==> src/rtl/tick_period_meter.sv <==
// Tick period meter: measures the number of clk cycles between rising edges
// on tick_in, reports each period with a one-cycle valid strobe, checks it
// against expected +/- tolerance, and flags a sticky timeout when ticks stop.
//
// Ports:
//   clk        system clock, all logic on the rising edge
//   reset      asynchronous active-low reset
//   enable     measurement enable; low forces IDLE
//   tick_in    tick input, synchronous to clk (pulse or level)
//   expected   nominal period in cycles
//   tolerance  allowed absolute deviation from expected, in cycles
//   period     last measured period in cycles
//   valid      one-cycle strobe: period and in_range updated
//   in_range   |period - expected| <= tolerance for the last measurement
//   timeout    sticky: no edge seen within TIMEOUT cycles
//   edge_count rising edges since reset or enable rise (wraps)
module tick_period_meter #(
    parameter int unsigned      WIDTH   = 24,
    parameter logic [WIDTH-1:0] TIMEOUT = 24'hFFFFFF
) (
    input  logic             clk,
    input  logic             reset,
    input  logic             enable,
    input  logic             tick_in,
    input  logic [WIDTH-1:0] expected,
    input  logic [7:0]       tolerance,
    output logic [WIDTH-1:0] period,
    output logic             valid,
    output logic             in_range,
    output logic             timeout,
    output logic [15:0]      edge_count
);

    localparam int unsigned DW = WIDTH + 1;

    typedef enum logic [1:0] {
        IDLE,
        ARM,
        MEASURE
    } state_t;

    state_t           state;
    logic [WIDTH-1:0] cnt;
    logic             tick_d;
    logic             tick_edge;
    logic [DW-1:0]    diff;
    logic [DW-1:0]    mag;
    logic             in_window;

    // Rising edge of tick_in; a held-high level yields a single edge.
    assign tick_edge = tick_in & ~tick_d;

    // One extra bit keeps cnt - expected signed without overflow.
    assign diff      = {1'b0, cnt} - {1'b0, expected};
    assign mag       = diff[WIDTH] ? (DW'(0) - diff) : diff;
    assign in_window = (mag <= DW'(tolerance));

    // Measurement FSM with registered outputs.
    always_ff @(posedge clk or negedge reset) begin
        if (!reset) begin
            state      <= IDLE;
            cnt        <= '0;
            tick_d     <= 1'b0;
            period     <= '0;
            valid      <= 1'b0;
            in_range   <= 1'b0;
            timeout    <= 1'b0;
            edge_count <= '0;
        end else begin
            tick_d <= tick_in;
            valid  <= 1'b0;
            if (!enable) begin
                // Any in-flight measurement is discarded.
                state <= IDLE;
                cnt   <= '0;
            end else begin
                case (state)
                    IDLE: begin
                        state      <= ARM;
                        cnt        <= '0;
                        edge_count <= '0;
                    end
                    ARM: begin
                        if (tick_edge) begin
                            state      <= MEASURE;
                            cnt        <= WIDTH'(1);
                            edge_count <= edge_count + 16'd1;
                        end
                    end
                    MEASURE: begin
                        // An edge on the TIMEOUT cycle wins over the timeout.
                        if (tick_edge) begin
                            period     <= cnt;
                            in_range   <= in_window;
                            valid      <= 1'b1;
                            timeout    <= 1'b0;
                            cnt        <= WIDTH'(1);
                            edge_count <= edge_count + 16'd1;
                        end else if (cnt == TIMEOUT) begin
                            timeout <= 1'b1;
                            state   <= ARM;
                            cnt     <= '0;
                        end else begin
                            cnt <= cnt + WIDTH'(1);
                        end
                    end
                    default: state <= IDLE;
                endcase
            end
        end
    end

endmodule
==> config.mk <==
export PLATFORM = sky130hd
export DESIGN_NAME = tick_period_meter
export DESIGN_NICKNAME = d
export VERILOG_FILES = /design/src/rtl/tick_period_meter.sv
export SDC_FILE = /design/constraint.sdc
export NUM_CORES = 1
export LEC_CHECK = 0
export BUFFER_PORTS_ARGS = -buffer_cell sky130_fd_sc_hd__buf_2
export CAP_MARGIN = 25
export CORE_MARGIN = 5
export CORE_UTILIZATION = 50
export CTS_BUF_LIST = sky130_fd_sc_hd__clkbuf_8 sky130_fd_sc_hd__clkbuf_16
export CTS_CLUSTER_SIZE = 25
export DETAILED_ROUTE_END_ITERATION = 8
export PLACE_DENSITY = 0.71
export SLEW_MARGIN = 0
export SYNTH_ARGS = -nofsm -noshare
export SYNTH_HDL_FRONTEND = slang
export SYNTH_SLANG_ARGS = --single-unit
==> constraint.sdc <==
create_clock -name clk -period 11.8 [get_ports clk]
set_input_delay 1.77 -clock clk [delete_from_list [all_inputs] [get_ports clk]]
set_output_delay 1.77 -clock clk [all_outputs]
set_load 0.02 [all_outputs]
Word level (Yosys, flattened, before mapping). Index checks and enable logic that the tools add are counted.

Flip-flop bits (word level): 70. Output and inout bits: 43. Logic and storage cells: 50.

Add/subtract/negate cells: 4. $lt $le $gt $ge: 1. Eq/ne operators: 8. Multiplexer cells: 18. Bitwise operators: 2. Reductions and logical operators: 9.

Operators with widths (number): $mux W24 (4); $pmux W24 S3 (1); $pmux W16 S2 (1); $le A25 B8 Y1 (1); $mux W25 (1); $sub A1 B25 Y25 const A (1); $sub A24 B24 Y25 (1); $add A24 B1 Y24 const B (1); $eq A24 B24 Y1 const B (1); $add A16 B1 Y16 const B (1); $mux W16 (1); $reduce_and A3 Y1 (4); $ne A3 B3 Y1 const B (3); $mux W2 (4); $pmux W2 S3 (1); $mux W1 (5); $ne A4 B1 Y1 const B (1); $reduce_bool A2 Y1 (2); $eq A2 B1 Y1 const B (1); $eq A2 B2 Y1 const B (1); $logic_not A2 Y1 (1); $ne A2 B1 Y1 const B (1); $reduce_and A2 Y1 (1); $reduce_or A2 Y1 (1); 2 further kinds (2).

Longest topological paths before layout. Gate-level depths: netlist (run 1).

Depth in word-level cells: 5. Gate-level depth with buffers: 22. Mapped depth without buffers: 22.

Worst setup path before layout (run 1). Ideal clock, no wire load.

Path type: input to register. From: in expected[0]. To: reg in_range. Setup time: 0.068 ns. Data arrival time: 5.775 ns. Path slack: 5.957 ns. Stages on the path: 21. Buffers on the path: 1. Cells stage by stage: ha_1 > fa_1 > nand2b_1 > a21o_1 > a211oi_2 > o211ai_1 > a21oi_1 > clkbuf_1 > nor2_1 > xnor2_1 > ha_1 > o21a_1 > o21a_1 > o21a_1 > o21ai_0 > a21oi_1 > a211oi_1 > o21a_1 > nand4_1 > nor4b_1 > a32o_1.

Cells in the longest elaborated chain, start to end: 4.

Ends and longest elaborated chain: start, declared (line 25) `input logic [WIDTH-1:0] expected,`; $sub A24 B24 Y25 (*) (line 54) `assign diff = {1'b0, cnt} - {1'b0, expected};`; $sub A1 B25 Y25 (line 55) `assign mag = diff[WIDTH] ? (DW'(0) - diff) : diff;`; $mux W25 (*) (line 55); $le A25 B8 Y1 (*) (line 56) `assign in_window = (mag <= DW'(tolerance));`; end signal, assigned (line 94) `in_range <= in_window;`; end, declared (line 29) `output logic in_range,`.

Mark *: on every way between the ends. The rest lies on a longest branch, timed or not. A chain may end at the register's enable or synchronous reset.

Final worst setup path (run 1). Ends and elaborated chain as after synthesis.

==> results of run 1 <==
==> where the power goes <==
group | total, mW | internal [mW] | leakage [nW] | switching (mW)
logic | 0.146 | 0.0534 | 2.10 | 0.0922
registers | 0.253 | 0.246 | 0.974 | 0.00663
clock network | 0.267 | 0.164 | 0.142 | 0.103
total | 0.666 | 0.464 | 3.22 | 0.202
==> final timing paths <==
path,to,slack [ps],cells past startpoint
worst max register to register,in_range,6990,21
min in group asynchronous,period[18],1650,2
worst min-delay path,period[19],470,2
worst max-delay path,in_range,5980,21
worst min register to register,period[19],470,2
max in group asynchronous,valid,9570,2
==> Yosys cell counts (19+ instances only) <==
library cell / n / area share, %
ha_1: 38 / 8.3
xor2_1: 21 / 3.2
dfrtp_1: 70 / 31
inv_1: 48 / 3.1
and3_1: 19 / 2.1
nand3_1: 26 / 2.3
nor2_1: 70 / 4.6
nand4_1: 22 / 2.4
mux2_2: 22 / 4.3
a21oi_1: 35 / 3.1
nand2_1: 68 / 4.5
o21ai_0: 69 / 6.0
==> layout make-up <==
type / instances / area share (%)
clock inverter: 7 / 1.11
tap: 143 / 2.74
sequential: 70 / 26.9
timing repair buffer: 82 / 6.44
multi-input combinational: 555 / 56.6
inverter: 48 / 2.76
clock buffer: 9 / 3.45
==> through the flow <==
stage	power, mW	utilization [%]	hold WS [ps]	instance area [um2]	instances
global route	0.702	57.6	515	6520	914
detailed placement	0.401	55.0	466	6230	898
finish	0.666	57.6	474	6520	914
CTS	0.672	57.6	478	6520	914
floorplan	0.360	-	488	5720	695
global placement	0.396	55.0	461	6230	898
==> flip-flops by register name, indices dropped and copies added, names as in the netlist <==
| name | count |
|---|---|
| edge_count | 16 |
| valid | 1 |
| cnt | 24 |
| tick_d | 1 |
| period | 24 |
| state | 2 |
| timeout | 1 |
| in_range | 1 |
==> worst reg2reg max path, stage by stage, from the launching register on <==
cell and delay (ps):
dfrtp_1 410, inv_1 110, ha_1 250, fa_1 410, nand2b_1 210, a21o_1 220, a211oi_2 340, o211ai_1 160
a21o_1 300, o21ai_0 220, ha_1 280, nor2b_1 140, o21a_1 170, o21a_1 170, o21a_1 160, o21ai_0 140
a21oi_1 90, a211oi_1 220, o21a_1 170, nand4_1 90, nor4b_1 300, a32o_1 200
==> kinds of logic (layout without fill, tap and decap cells) <==
family                   count (synthesis)  in the layout  synth area share (%)
flip-flops                              70             70                  30.6
multiplexers                            23             23                  4.50
buffers and inverters                   70            146                  4.83
adder cells (fa/ha/maj)                 39             39                  8.66
XOR/XNOR                                35             35                  5.62
AND/OR/NAND/NOR                        264            264                  23.5
AO/OA/AOI/OAI                          194            194                  22.2
==> layer usage <==
metal  routed length [um]  share of wire (%)  vias to the layer above  track usage (%)
met5                    0                  0                        -                0
met4                  255                1.7                        0             6.88
met3                  615                4.2                       23             2.88
met2                 7120                 48                      157             36.6
met1                 6740                 46                     2623             29.8
li1                     -                  -                     2668                -
==> impl_metrics.json, run 1 <==
{
  "clock_path_buffers": 2,
  "dp_hpwl_um": 11400,
  "synth.avg_cell_area_um2": 8.23,
  "grt_max_degree": 71,
  "setup_slack_ps": 5980,
  "leakagePower_nw": 3.22,
  "critPathSlowestCell": "fa_1",
  "drc_errors": 0,
  "clock-sinks": 70,
  "worst_setup_path_start_kind": "input pin",
  "path_cells": "buf_2, ha_1, fa_1, nand2b_1, a21o_1, a211oi_2, o211ai_1, a21o_1, o21ai_0, ha_1, nor2b_1, o21a_1, o21a_1, o21a_1, o21ai_0, a21oi_1, a211oi_1, o21a_1, nand4_1, nor4b_1, a32o_1",
  "final_cell_mix": "buf_2 (78), nor2_1 (70), dfrtp_1 (70), o21ai_0 (69), nand2_1 (68)",
  "cp_common_cell": "o21a_1",
  "wirelength_um": 14700,
  "dr.first_iter.drc_count": 454,
  "finalHoldViolations": 0,
  "netlist_area_um2": 5720,
  "cts_root_buf": "clkbuf_16",
  "fin_crit_sh_pct": 49.4,
  "setup_viol": 0,
  "final_max_slew_viol_count": 0,
  "fin_nets": 841,
  "grt_pass1_vias": 5220,
  "pre_cts_slack_ps": 5620,
  "post_cts_resized": 0,
  "ys_warn_count": 0,
  "min_period_ps": 5820,
  "die_w_um": 117,
  "fin_tns_setup_ps": 0,
  "yosysUniqueCellTypes": 77,
  "ant_nets": 0,
  "irDropWorstVdd_mv": 0.0893,
  "io_buffers": 78,
  "crit_start": "expected[0]",
  "rows": 39,
  "cts_tree": "yes",
  "grt_pass1_wl_um": 24500,
  "viasPerCell": 5.99,
  "worstPathArrival_ps": 6090,
  "clk-insertion-delay-late_ps": 330,
  "ys_seq_elements": 70,
  "criticalPathCategory": "input pin to flip-flop",
  "ios": 79,
  "syn_nets": 770,
  "hold_path.class": "flip-flop to flip-flop",
  "cts_setup_buffers": 0,
  "cts_buffers": 9,
  "required_ps": 12060,
  "crit_fanout": 8,
  "multi_input_area_um2": 3690,
  "die_h_um": 117,
  "hold_start": "period[19]",
  "seq_area_um2": 1750,
  "n_fill_cell": 1015,
  "antenna_found_initial": 0,
  "rsz0062_at_grt": "false",
  "final_common_cell": "buf_2",
  "synth_flop_cell": "dfrtp_1",
  "vias": 5471,
  "grt_overflow": 0,
  "start_util_pct": 50.6,
  "gp_congestion": 0.881,
  "hold_buffers": 0,
  "power_density_nw_per_um2": 102,
  "cpLargestDelayFamily": "compound AO/OA/AOI/OAI gates",
  "max_freq_ghz": 0.172,
  "slew_headroom_pct": 40.5,
  "die_area_um2": 13700,
  "path_buf_inv": 1,
  "area_growth_pct": 14.0,
  "htreeDepth": 3,
  "grt.total_usage_pct": 22.0,
  "ys_seq_area_share_pct": 30.6,
  "ys_async_sr_fraction_pct": 100,
  "tightest_slew_ps": 893,
  "drive_gt1_share_pct": 18.8,
  "crit_path_end_kind": "flip-flop",
  "slowest_delay_ps": 410,
  "drt_first_pass_iters": 5,
  "path_clk_slew_ps": 60,
  "wire_per_inst_um": 16.1,
  "r2r_start": "cnt[0]",
  "drv_cap": 0,
  "core_area_um2": 11300,
  "fin_worst_skew_ps": 4.26,
  "synth_edf_count": 0,
  "status": "finished, final reports clean",
  "diodes": 0,
  "synth_cells": 695
}
No activity file was read; power rests on OpenSTA's default activity.
==> inputs of run 2 (changes only) <==
clock period = 6 ns   (was 11.8 ns; I/O delays follow)
==> impl_metrics.json, run 2 (same netlist as run 1, synthesis figures left out) <==
{
  "status": "finished, final reports clean",
  "dp_hpwl_um": 11500,
  "antenna_found_initial": 0,
  "cts_setup_buffers": 0,
  "final_cell_mix": "buf_2 (78), nor2_1 (70), dfrtp_1 (70), o21ai_0 (69), nand2_1 (68)",
  "irDropWorstVdd_mv": 0.144,
  "grt.total_usage_pct": 22.2,
  "setup_viol": 0,
  "post_cts_resized": 0,
  "cts_buffers": 9,
  "required_ps": 6270,
  "gp_congestion": 0.910,
  "path_clk_slew_ps": 60,
  "clock_path_buffers": 2,
  "hold_buffers": 0,
  "final_common_cell": "buf_2",
  "final_max_slew_viol_count": 0,
  "ant_nets": 0,
  "path_cells": "buf_2, ha_1, fa_1, nand2b_1, a21o_1, a211oi_2, o211ai_1, a21o_1, o21ai_0, ha_1, nor2b_1, o21a_1, o21a_1, o21a_1, o21ai_0, a21oi_1, a211oi_1, o21a_1, nand4_1, nor4b_1, a32o_1",
  "fin_crit_sh_pct": 82.3,
  "die_h_um": 117,
  "crit_start": "expected[0]",
  "slew_headroom_pct": 40.4,
  "vias": 5489,
  "criticalPathCategory": "input pin to flip-flop",
  "worst_setup_path_start_kind": "input pin",
  "fin_nets": 841,
  "max_freq_ghz": 0.202,
  "r2r_setup_slack_ps": 1200,
  "seq_area_um2": 1750,
  "grt_pass1_wl_um": 24600,
  "drive_gt1_share_pct": 18.8,
  "worstPathArrival_ps": 5210,
  "die_area_um2": 13700,
  "dr.first_iter.drc_count": 566,
  "clock-sinks": 70,
  "stdcell_count": 914,
  "min_period_ps": 4940,
  "hold_ws_ps": 485,
  "fin_tns_setup_ps": 0,
  "hold_path.class": "flip-flop to flip-flop",
  "crit_end": "in_range",
  "crit_fanout": 8,
  "cts_root_buf": "clkbuf_16",
  "ios": 79,
  "multi_input_area_um2": 3690,
  "drc_errors": 0,
  "area_growth_pct": 14.6,
  "r2r_cells": 21,
  "dpl.cell_count": 898,
  "grt_pass1_vias": 5214,
  "regToRegEndpoint": "in_range",
  "cp_common_cell": "o21a_1",
  "rsz0062_at_grt": "false",
  "wirelength_um": 15100,
  "reg.largest.list": "cnt: 24 flops, period: 24 flops, edge_count: 16 flops",
  "finalHoldViolations": 0,
  "drt_first_pass_iters": 6,
  "power_density_nw_per_um2": 210,
  "drv_cap": 0,
  "wire_per_inst_um": 16.5,
  "rows": 39,
  "final_area_um2": 6560,
  "grt_overflow": 0,
  "tightest_slew_ps": 895,
  "r2r_start": "cnt[0]",
  "n_fill_cell": 1039,
  "viasPerCell": 6.01,
  "cts_tree": "yes",
  "critPathSlowestCell": "fa_1",
  "htreeDepth": 3,
  "core_area_um2": 11300,
  "die_w_um": 117,
  "start_util_pct": 50.6,
  "fin_worst_skew_ps": 7.25,
  "grt_max_degree": 71,
  "slowest_delay_ps": 400,
  "io_buffers": 78,
  "leakagePower_nw": 3.24,
  "clk-insertion-delay-late_ps": 330,
  "diodes": 0,
  "crit_path_end_kind": "flip-flop",
  "dpl_cell_area_um2": 6230
}
-- run 2: cell count changes in the layout (fill, tap and decap cells not counted), sizes merged --
cell / previous run / this run
clkbuf: 9 / 10
clkinv: 2 / 1
inv: 50 / 51
clkinvlp: 2 / 0
bufinv: 1 / 2
-- run 2: worst min path at each step --
stage,depth (start not counted),from,endpoint
after floorplan,1,cnt[10],cnt[10]
after global placement,2,period[0],period[0]
after detailed placement,2,period[1],period[1]
after CTS,2,period[19],period[19]
after global routing,1,timeout,timeout
final,2,period[1],period[1]
-- run 2: report_power, final --
group	total (mW)	internal (mW)	switching, mW
Combinational	0.289	0.105	0.184
Sequential	0.498	0.484	0.0138
Clock	0.589	0.379	0.210
Total	1.38	0.968	0.408
-- run 2: metrics by stage --
step / power (mW) / util [%] / setup slack (ps)
6_report: 1.38 / 57.9 / 1060
3_3_place_gp: 0.779 / 55.0 / 867
4_1_cts: 1.38 / 57.9 / 1070
5_1_grt: 1.44 / 57.9 / 768
2_1_floorplan: 0.708 / - / 1030
3_5_place_dp: 0.792 / 55.0 / 724
-- run 2: worst max-delay path, delay by kind of cell --
family	cells	cell delay (ps)
fa+ha+maj	3	930
buf+inv	1	100
simple gates	4	750
compound gates	13	2520
-- run 2: area by class of cell --
class	instances	area share, %
flip-flops and latches	70	26.7
multi-input cells	555	56.4
well taps	143	2.73
clock inverters	6	1.39
inverters	48	2.75
repair buffers	82	6.41
clock buffers	10	3.65
-- run 2: metal layers --
layer / track usage, % / up-vias / wire length, um
met3: 2.93 / 34 / 714
met5: 0 / - / 0
li1: - / 2648 / -
met4: 6.57 / 0 / 308
met1: 30.2 / 2621 / 6770
met2: 36.9 / 186 / 7270
